## src/rtl/uart_pkg.sv

```systemverilog
// Shared UART definitions: FSM encodings, oversampling constants, frame shape
// and the wire-order bit map used by both the receiver and the transmitter.
package uart_pkg;

  typedef enum logic [2:0] {
    RX_IDLE,
    RX_START,
    RX_DATA,
    RX_STOP1,
    RX_STOP2
  } rx_state_e;

  typedef enum logic [1:0] {
    HS_EMPTY,
    HS_REQ,
    HS_RELEASE
  } hs_state_e;

  localparam int OVERSAMPLE = 16;
  localparam int SMP_W      = $clog2(OVERSAMPLE);

  // Mid-bit sample points; decisions are always taken at the late point so
  // the majority-vote and single-sample builds share identical timing.
  localparam logic [SMP_W-1:0] SMP_EARLY = SMP_W'(6);
  localparam logic [SMP_W-1:0] SMP_MID   = SMP_W'(7);
  localparam logic [SMP_W-1:0] SMP_LATE  = SMP_W'(8);

  localparam int DATA_BITS = 8;
  localparam int STOP_BITS = 2;

  // Wire bit index 0..7 carries data positions 1..7 then 0.
  function automatic logic [2:0] bit_pos(input logic [2:0] idx);
    return idx + 3'd1;
  endfunction

endpackage

```

## src/rtl/uart_tick_gen.sv

```systemverilog
// Free-running divider that pulses tick_o for one clock every DIV clocks.
module uart_tick_gen #(
  parameter int DIV = 325
) (
  input  logic clk,
  input  logic clr,
  output logic tick_o
);

  localparam int CW = (DIV > 1) ? $clog2(DIV) : 1;

  logic [CW-1:0] cnt_q;

  always_ff @(posedge clk or negedge clr) begin
    if (!clr) begin
      cnt_q <= '0;
    end else if (cnt_q == CW'(DIV - 1)) begin
      cnt_q <= '0;
    end else begin
      cnt_q <= cnt_q + 1'b1;
    end
  end

  assign tick_o = (cnt_q == CW'(DIV - 1));

endmodule

```

## src/rtl/uart_receiver.sv

```systemverilog
// 16x-oversampled UART receiver with a req/ack holding register.
// Define UART_RX_MAJORITY_VOTE_EN for 2-of-3 voting at each mid-bit decision.
module uart_receiver #(
  parameter int CLK_HZ     = 50_000_000,
  parameter int BAUD       = 9600,
  parameter int OVERSAMPLE = 16,
  parameter int DIV        = CLK_HZ / (BAUD * OVERSAMPLE)
) (
  input  logic       clk,
  input  logic       clr,
  input  logic       rcv,
  output logic [7:0] data,
  output logic       req,
  input  logic       ack,
  output logic       ferr,
  output logic       ovr
);

  import uart_pkg::*;

  logic            tick;
  logic            rcv_meta_q, rcv_sync_q;
  rx_state_e       rx_state_q, rx_state_d;
  logic [SMP_W-1:0] smp_cnt_q, smp_cnt_d;
  logic [2:0]      bit_idx_q, bit_idx_d;
  logic [7:0]      shift_q, shift_d;
  logic            armed_q, armed_d;
  logic            ferr_q, ferr_d;
  hs_state_e       hs_state_q, hs_state_d;
  logic [7:0]      hold_q, hold_d;
  logic            ovr_q, ovr_d;
  logic            commit;
  logic            samp_tick;
  logic            bit_val;
  logic            v7_q;

  uart_tick_gen #(.DIV(DIV)) u_tick (
    .clk   (clk),
    .clr   (clr),
    .tick_o(tick)
  );

  always_ff @(posedge clk or negedge clr) begin
    if (!clr) begin
      rcv_meta_q <= 1'b1;
      rcv_sync_q <= 1'b1;
    end else begin
      rcv_meta_q <= rcv;
      rcv_sync_q <= rcv_meta_q;
    end
  end

  assign samp_tick = tick && (rx_state_q != RX_IDLE);

  always_ff @(posedge clk or negedge clr) begin
    if (!clr) begin
      v7_q <= 1'b1;
    end else if (samp_tick && smp_cnt_q == SMP_MID) begin
      v7_q <= rcv_sync_q;
    end
  end

`ifdef UART_RX_MAJORITY_VOTE_EN
  logic v6_q;

  always_ff @(posedge clk or negedge clr) begin
    if (!clr) begin
      v6_q <= 1'b1;
    end else if (samp_tick && smp_cnt_q == SMP_EARLY) begin
      v6_q <= rcv_sync_q;
    end
  end

  assign bit_val = (v6_q & v7_q) | (v6_q & rcv_sync_q) | (v7_q & rcv_sync_q);
`else
  assign bit_val = v7_q;
`endif

  always_comb begin
    rx_state_d = rx_state_q;
    smp_cnt_d  = smp_cnt_q;
    bit_idx_d  = bit_idx_q;
    shift_d    = shift_q;
    armed_d    = armed_q | rcv_sync_q;
    ferr_d     = 1'b0;
    commit     = 1'b0;
    if (tick) begin
      if (rx_state_q == RX_IDLE) begin
        // After a framing error the line must return high before re-arming.
        if (!rcv_sync_q && armed_q) begin
          rx_state_d = RX_START;
          smp_cnt_d  = '0;
        end
      end else begin
        smp_cnt_d = smp_cnt_q + 1'b1;
        if (smp_cnt_q == SMP_LATE) begin
          case (rx_state_q)
            RX_START: begin
              if (bit_val) begin
                rx_state_d = RX_IDLE;
              end else begin
                rx_state_d = RX_DATA;
                bit_idx_d  = '0;
              end
            end
            RX_DATA: begin
              shift_d[bit_pos(bit_idx_q)] = bit_val;
              bit_idx_d = bit_idx_q + 3'd1;
              if (bit_idx_q == 3'(DATA_BITS - 1)) rx_state_d = RX_STOP1;
            end
            RX_STOP1, RX_STOP2: begin
              if (!bit_val) begin
                ferr_d     = 1'b1;
                armed_d    = 1'b0;
                rx_state_d = RX_IDLE;
              end else if (rx_state_q == RX_STOP2) begin
                commit     = 1'b1;
                rx_state_d = RX_IDLE;
              end else begin
                rx_state_d = RX_STOP2;
              end
            end
            default: rx_state_d = RX_IDLE;
          endcase
        end
      end
    end
  end

  always_comb begin
    hs_state_d = hs_state_q;
    hold_d     = hold_q;
    ovr_d      = 1'b0;
    case (hs_state_q)
      HS_EMPTY: begin
        if (commit) begin
          hold_d     = shift_q;
          hs_state_d = HS_REQ;
        end
      end
      HS_REQ:     if (ack) hs_state_d = HS_RELEASE;
      HS_RELEASE: if (!ack) hs_state_d = HS_EMPTY;
      default:    hs_state_d = HS_EMPTY;
    endcase
    // A frame finishing while the slot is owned by the consumer is lost.
    if (commit && hs_state_q != HS_EMPTY) ovr_d = 1'b1;
  end

  always_ff @(posedge clk or negedge clr) begin
    if (!clr) begin
      rx_state_q <= RX_IDLE;
      smp_cnt_q  <= '0;
      bit_idx_q  <= '0;
      shift_q    <= '0;
      armed_q    <= 1'b1;
      ferr_q     <= 1'b0;
      hs_state_q <= HS_EMPTY;
      hold_q     <= '0;
      ovr_q      <= 1'b0;
    end else begin
      rx_state_q <= rx_state_d;
      smp_cnt_q  <= smp_cnt_d;
      bit_idx_q  <= bit_idx_d;
      shift_q    <= shift_d;
      armed_q    <= armed_d;
      ferr_q     <= ferr_d;
      hs_state_q <= hs_state_d;
      hold_q     <= hold_d;
      ovr_q      <= ovr_d;
    end
  end

  assign data = hold_q;
  assign req  = (hs_state_q == HS_REQ);
  assign ferr = ferr_q;
  assign ovr  = ovr_q;

endmodule

```

## config.mk

```make
export PLATFORM = sky130hd
export DESIGN_NAME = uart_receiver
export DESIGN_NICKNAME = d
export VERILOG_FILES = /design/src/rtl/uart_pkg.sv /design/src/rtl/uart_tick_gen.sv /design/src/rtl/uart_receiver.sv
export SDC_FILE = /design/constraint.sdc
export NUM_CORES = 1
export LEC_CHECK = 0
export ABC_AREA = 0
export ABC_CLOCK_PERIOD_IN_PS = 3300
export CAP_MARGIN = 20
export CORE_MARGIN = 5
export CORE_UTILIZATION = 62
export CTS_BUF_LIST = sky130_fd_sc_hd__clkbuf_8 sky130_fd_sc_hd__clkbuf_16
export DETAILED_ROUTE_END_ITERATION = 8
export PLACE_DENSITY = 0.89
export SETUP_SLACK_MARGIN = 0.4
export SLEW_MARGIN = 0
export SYNTH_ARGS = -nofsm -noshare
export SYNTH_HDL_FRONTEND = slang
export SYNTH_SLANG_ARGS = --single-unit
```

## constraint.sdc

```tcl
create_clock -name clk -period 3.3 [get_ports clk]
set_input_delay 0.495 -clock clk [delete_from_list [all_inputs] [get_ports clk]]
set_output_delay 0.495 -clock clk [all_outputs]
set_load 0.05 [all_outputs]
```

==> run summary <==
TIMING
---------------------------------------------------------------------------------------
Skew final ...............................................................  0.008911 ns
Count of pins over their slew limit ......................................            0
Share of the cycle needed by the critical path after routing .............       69.92%
Fmax .....................................................................    433.4 MHz
Final count of negative-setup-slack endpoints ............................            0
Fin worst setup slack ....................................................    0.9926 ns
Slew of the pin with the lowest slew margin ..............................    0.9067 ns
Setup repair after global routing missed its margin ......................        false
Hold Violations, Final ...................................................            0
Slew margin rel. .........................................................       39.56%
Post-route minimum period ................................................     2.307 ns
Fin Setup TNS ............................................................         0 ns

SETUP PATH
---------------------------------------------------------------------------------------
Critical path startpoint category ........................................    flip-flop
Critical path arrival ....................................................      2.48 ns
Critical-path cell with the highest stage delay .......................... sky130_fd_sc_hd__nor4_4
Endpoint required time on the critical path ..............................      3.47 ns
Worst r2r path cells .....................................................            6
Highest net fanout along the worst path ..................................           11
Classification of the worst setup path ...................................      reg2reg
Worst path max stage delay ...............................................      0.58 ns
Cell breakdown of the critical path ...................................... inv_1 > ha_1 > nand4bb_2 > nor4_4 > and4bb_1 > mux2_1
Nature of the critical path endpoint .....................................    flip-flop

SYNTHESIS
---------------------------------------------------------------------------------------
Synth Area in Simple Gates ...............................................       21.13%
Count leader, synth ...................................................... sky130_fd_sc_hd__dfrtp_1
Synth Instances ..........................................................          176
Async set-or-reset flop fraction in the synthesized netlist ..............       100.0%
Post-synthesis compound-gate area fraction ...............................       6.543%
Leading post-synthesis cells by cell area ................................ sky130_fd_sc_hd__dfrtp_1 (47%), sky130_fd_sc_hd__mux2_1 (5.4%), sky130_fd_sc_hd__dfstp_2 (5.0%)
Mean Syn Cell Area .......................................................   11.84 um^2
Most numerous cell types in the synthesized netlist ...................... sky130_fd_sc_hd__dfrtp_1 (39), sky130_fd_sc_hd__nor2_1 (14), sky130_fd_sc_hd__mux2_1 (10), sky130_fd_sc_hd__nand3_1 (10), sky130_fd_sc_hd__mux2_2 (9)
Netlist Area Pre-Place ................................................... 0.002084 mm^2
Count of yosys warnings during synthesis .................................            0
Fraction of the mapped netlist area in adder cells .......................       3.601%
Most used flip-flop cell after synthesis ................................. sky130_fd_sc_hd__dfrtp_1
XOR/XNOR Fraction of Synth Area ..........................................       2.521%
Number of synthesized register bits ......................................           43
Portion of synthesized cell area occupied by the leading cell type .......       46.82%
Syn_nets .................................................................          186
Number of enable flip-flop cells after synthesis .........................            0
Dominant cell type by area after synthesis ............................... sky130_fd_sc_hd__dfrtp_1
Count of distinct cell types in the synthesized netlist ..................           48
Part of the Yosys area used for sequential elements ......................       51.86%
Main combinational cell family by area after synthesis ................... simple AND/OR/NAND/NOR gates
Share of cell area taken by muxes after synthesis ........................       10.74%

CLOCK TREE
---------------------------------------------------------------------------------------
Total setup buffers inserted after CTS ...................................            0
Library cell used as clock root buffer ................................... sky130_fd_sc_hd__clkbuf_8
Num Clock Sinks ..........................................................           43
Number of hold-repair buffers added at the cts stage .....................            0
Clk slew on worst S/H paths ..............................................      0.07 ns
Worst skew pair latency ..................................................      0.30 ns
Longest Clk Path Bufs ....................................................            2
Count of cells resized by post-cts repair ................................            0
H-tree depth reported by CTS .............................................            2
TritonCTS clock tree .....................................................         done
Number of clock buffers inserted by TritonCTS ............................            5

ROUTE
---------------------------------------------------------------------------------------
Number of violations reported at the end of detailed-routing iteration 0 .          118
DRT antenna net count ....................................................            0
Total Wirelength .........................................................      3900 um
Total vias in the final route ............................................         1417
Average detailed-routed wire length per instance .........................     16.39 um
Remaining design rule violation count ....................................            0
DRT Pass-1 Iters .........................................................            5
Via density per instance .................................................        5.954

FLOORPLANNING
---------------------------------------------------------------------------------------
Vert. Die Dim ............................................................     67.99 um
Die Width ................................................................     67.99 um
Full die area ............................................................ 0.004622 mm^2
Placeable Area ........................................................... 0.003284 mm^2
Initial core utilization .................................................       63.47%
Number of placement rows .................................................           21
Top Ports ................................................................           15

PLACE
---------------------------------------------------------------------------------------
Post-detail-place hpwl ...................................................      2573 um
Weighted congestion at the end of routability-driven global placement ....       0.8294
Number of cells in the design after placement ............................          230
Placement Setup Slack ....................................................     1.104 ns
Port buffer count ........................................................           14

LAYOUT
---------------------------------------------------------------------------------------
Number of antenna repair diodes ..........................................            0
Area growth from synthesis to final layout ...............................       11.46%
Fraction of final layout cells with drive strength greater than 1 ........       15.10%
Number of fillers in the final layout ....................................          218
Total number of nets in the final design .................................          201
Sequential Area .......................................................... 0.001081 mm^2
Number of standard cells in the final layout excluding fillers ...........          238
Multi-input combinational cell area ......................................   928.4 um^2

WORST HOLD PATH
---------------------------------------------------------------------------------------
Worst hold-check path type ...............................................     in2async

PWR
---------------------------------------------------------------------------------------
Cell leakage power .......................................................     1.060 nW
Pwr per Cell Area ........................................................ 379.1 mW/mm^2
Worst vdd ir .............................................................    0.3313 mV

GLOBAL ROUTE
---------------------------------------------------------------------------------------
Largest net degree at the start of global routing ........................           44
Total global routing track utilization ...................................       19.64%
Overflow left after global routing .......................................            0
Via count of the first global-routing pass ...............................         1389
Wire length of the first global-routing pass .............................      6658 um
Antenna violations before repair .........................................            0

FLOW RUN
---------------------------------------------------------------------------------------
Max-cap viol count .......................................................            0

RUN STATUS
---------------------------------------------------------------------------------------
Run status ............................................................... complete, no violations

==> stage by stage <==
| stage | hold slack [ns] | instance area [um^2] | utilization, % | power (mW) |
|---|---|---|---|---|
| 3_3_place_gp | 0.3475 | 2232 | 67.96 | 0.5534 |
| 6_report | 0.3216 | 2323 | 70.74 | 0.8809 |
| 3_5_place_dp | 0.3491 | 2232 | 67.96 | 0.5539 |
| 5_1_grt | 0.3653 | 2323 | 70.74 | 0.9112 |
| 4_1_cts | 0.3559 | 2323 | 70.74 | 0.8880 |
| 2_1_floorplan | 0.1994 | 2085 | - | 0.5406 |
==> worst max-delay path: cells and delay by family, from the launching register on <==
kind	cells	cell delay, ns
and+or+nand+nor	3	1.14
DFF	1	0.43
muxes	1	0.36
adders and majority gates	1	0.18
buffers and inverters	1	0.08
==> per-layer routing <==
layer	wire length (um)	vias to the layer above	share of wire, %	GRT usage (%)
met1	1722	715	44	25.40
met5	0	-	0	0
li1	-	657	-	-
met4	111	0	2.8	10.17
met3	164	13	4.2	5.747
met2	1902	32	49	29.84
==> flip-flops by register name, summed over array words and instances, names as in the netlist <==
signal,flops
u_tick.cnt_q,9
data,8
shift_q,8
smp_cnt_q,4
bit_idx_q,3
rx_state_q,3
hs_state_q,2
armed_q,1
bit_val,1
ferr,1
ovr,1
rcv_meta_q,1
rcv_sync_q,1
==> logic make-up (layout without fill, tap and decap cells) <==
group,count (synthesis),count (layout)
buffers and inverters,14,30
XOR/XNOR,6,6
adder cells (fa/ha/maj),6,6
multiplexers,20,20
AND/OR/NAND/NOR,67,67
flip-flops,43,43
AO/OA/AOI/OAI,20,20
==> power breakdown <==
| part | internal, mW | switching (mW) |
|---|---|---|
| clock | 0.166 | 0.172 |
| combinational | 0.00317 | 0.0103 |
| sequential | 0.529 | 0.000569 |
| total | 0.698 | 0.183 |
==> final timing paths <==
kind / startpoint / to / slack [ns]
setup / recovery: u_tick.cnt_q[0]$_DFF_PN0_ / shift_q[0]$_DFFE_PN0P_ / 0.99
hold / removal: clr / smp_cnt_q[2]$_DFFE_PN0P_ / 0.32
setup reg to reg: u_tick.cnt_q[0]$_DFF_PN0_ / shift_q[0]$_DFFE_PN0P_ / 0.99
hold reg to reg: rcv_meta_q$_DFF_PN1_ / rcv_sync_q$_DFF_PN1_ / 0.36
max in group asynchronous: clr / u_tick.cnt_q[3]$_DFF_PN0_ / 2.40
min in group clk: rcv_meta_q$_DFF_PN1_ / rcv_sync_q$_DFF_PN1_ / 0.36
==> cell type report <==
type	instances	area share [%]
Clock inverter	2	0.3770
Tap cell	46	2.477
Multi-Input combinational cell	119	39.96
Timing Repair Buffer	14	5.816
Clock buffer	6	3.554
Inverter	8	1.292
Sequential cell	43	46.53
==> placed cells by master, fill, tap and decap left out, types with 2 or more instances in the layout <==
cell,instances
sky130_fd_sc_hd__dfrtp_1,39
sky130_fd_sc_hd__nor2_1,14
sky130_fd_sc_hd__clkdlybuf4s50_1,13
sky130_fd_sc_hd__nand3_1,10
sky130_fd_sc_hd__mux2_1,10
sky130_fd_sc_hd__inv_1,9
sky130_fd_sc_hd__mux2_2,9
sky130_fd_sc_hd__nand2_1,8
sky130_fd_sc_hd__o21ai_0,6
sky130_fd_sc_hd__ha_1,6
sky130_fd_sc_hd__clkbuf_8,6
sky130_fd_sc_hd__nor3_1,5
sky130_fd_sc_hd__nand2b_1,4
sky130_fd_sc_hd__xnor2_1,4
sky130_fd_sc_hd__dfstp_2,4
sky130_fd_sc_hd__and3_1,3
sky130_fd_sc_hd__a21oi_1,3
sky130_fd_sc_hd__nand4b_1,3
sky130_fd_sc_hd__xor2_1,2
sky130_fd_sc_hd__and4bb_2,2
sky130_fd_sc_hd__nor2b_1,2
sky130_fd_sc_hd__nor4_1,2
sky130_fd_sc_hd__and4bb_1,2
(Power assumes the default switching activity.)
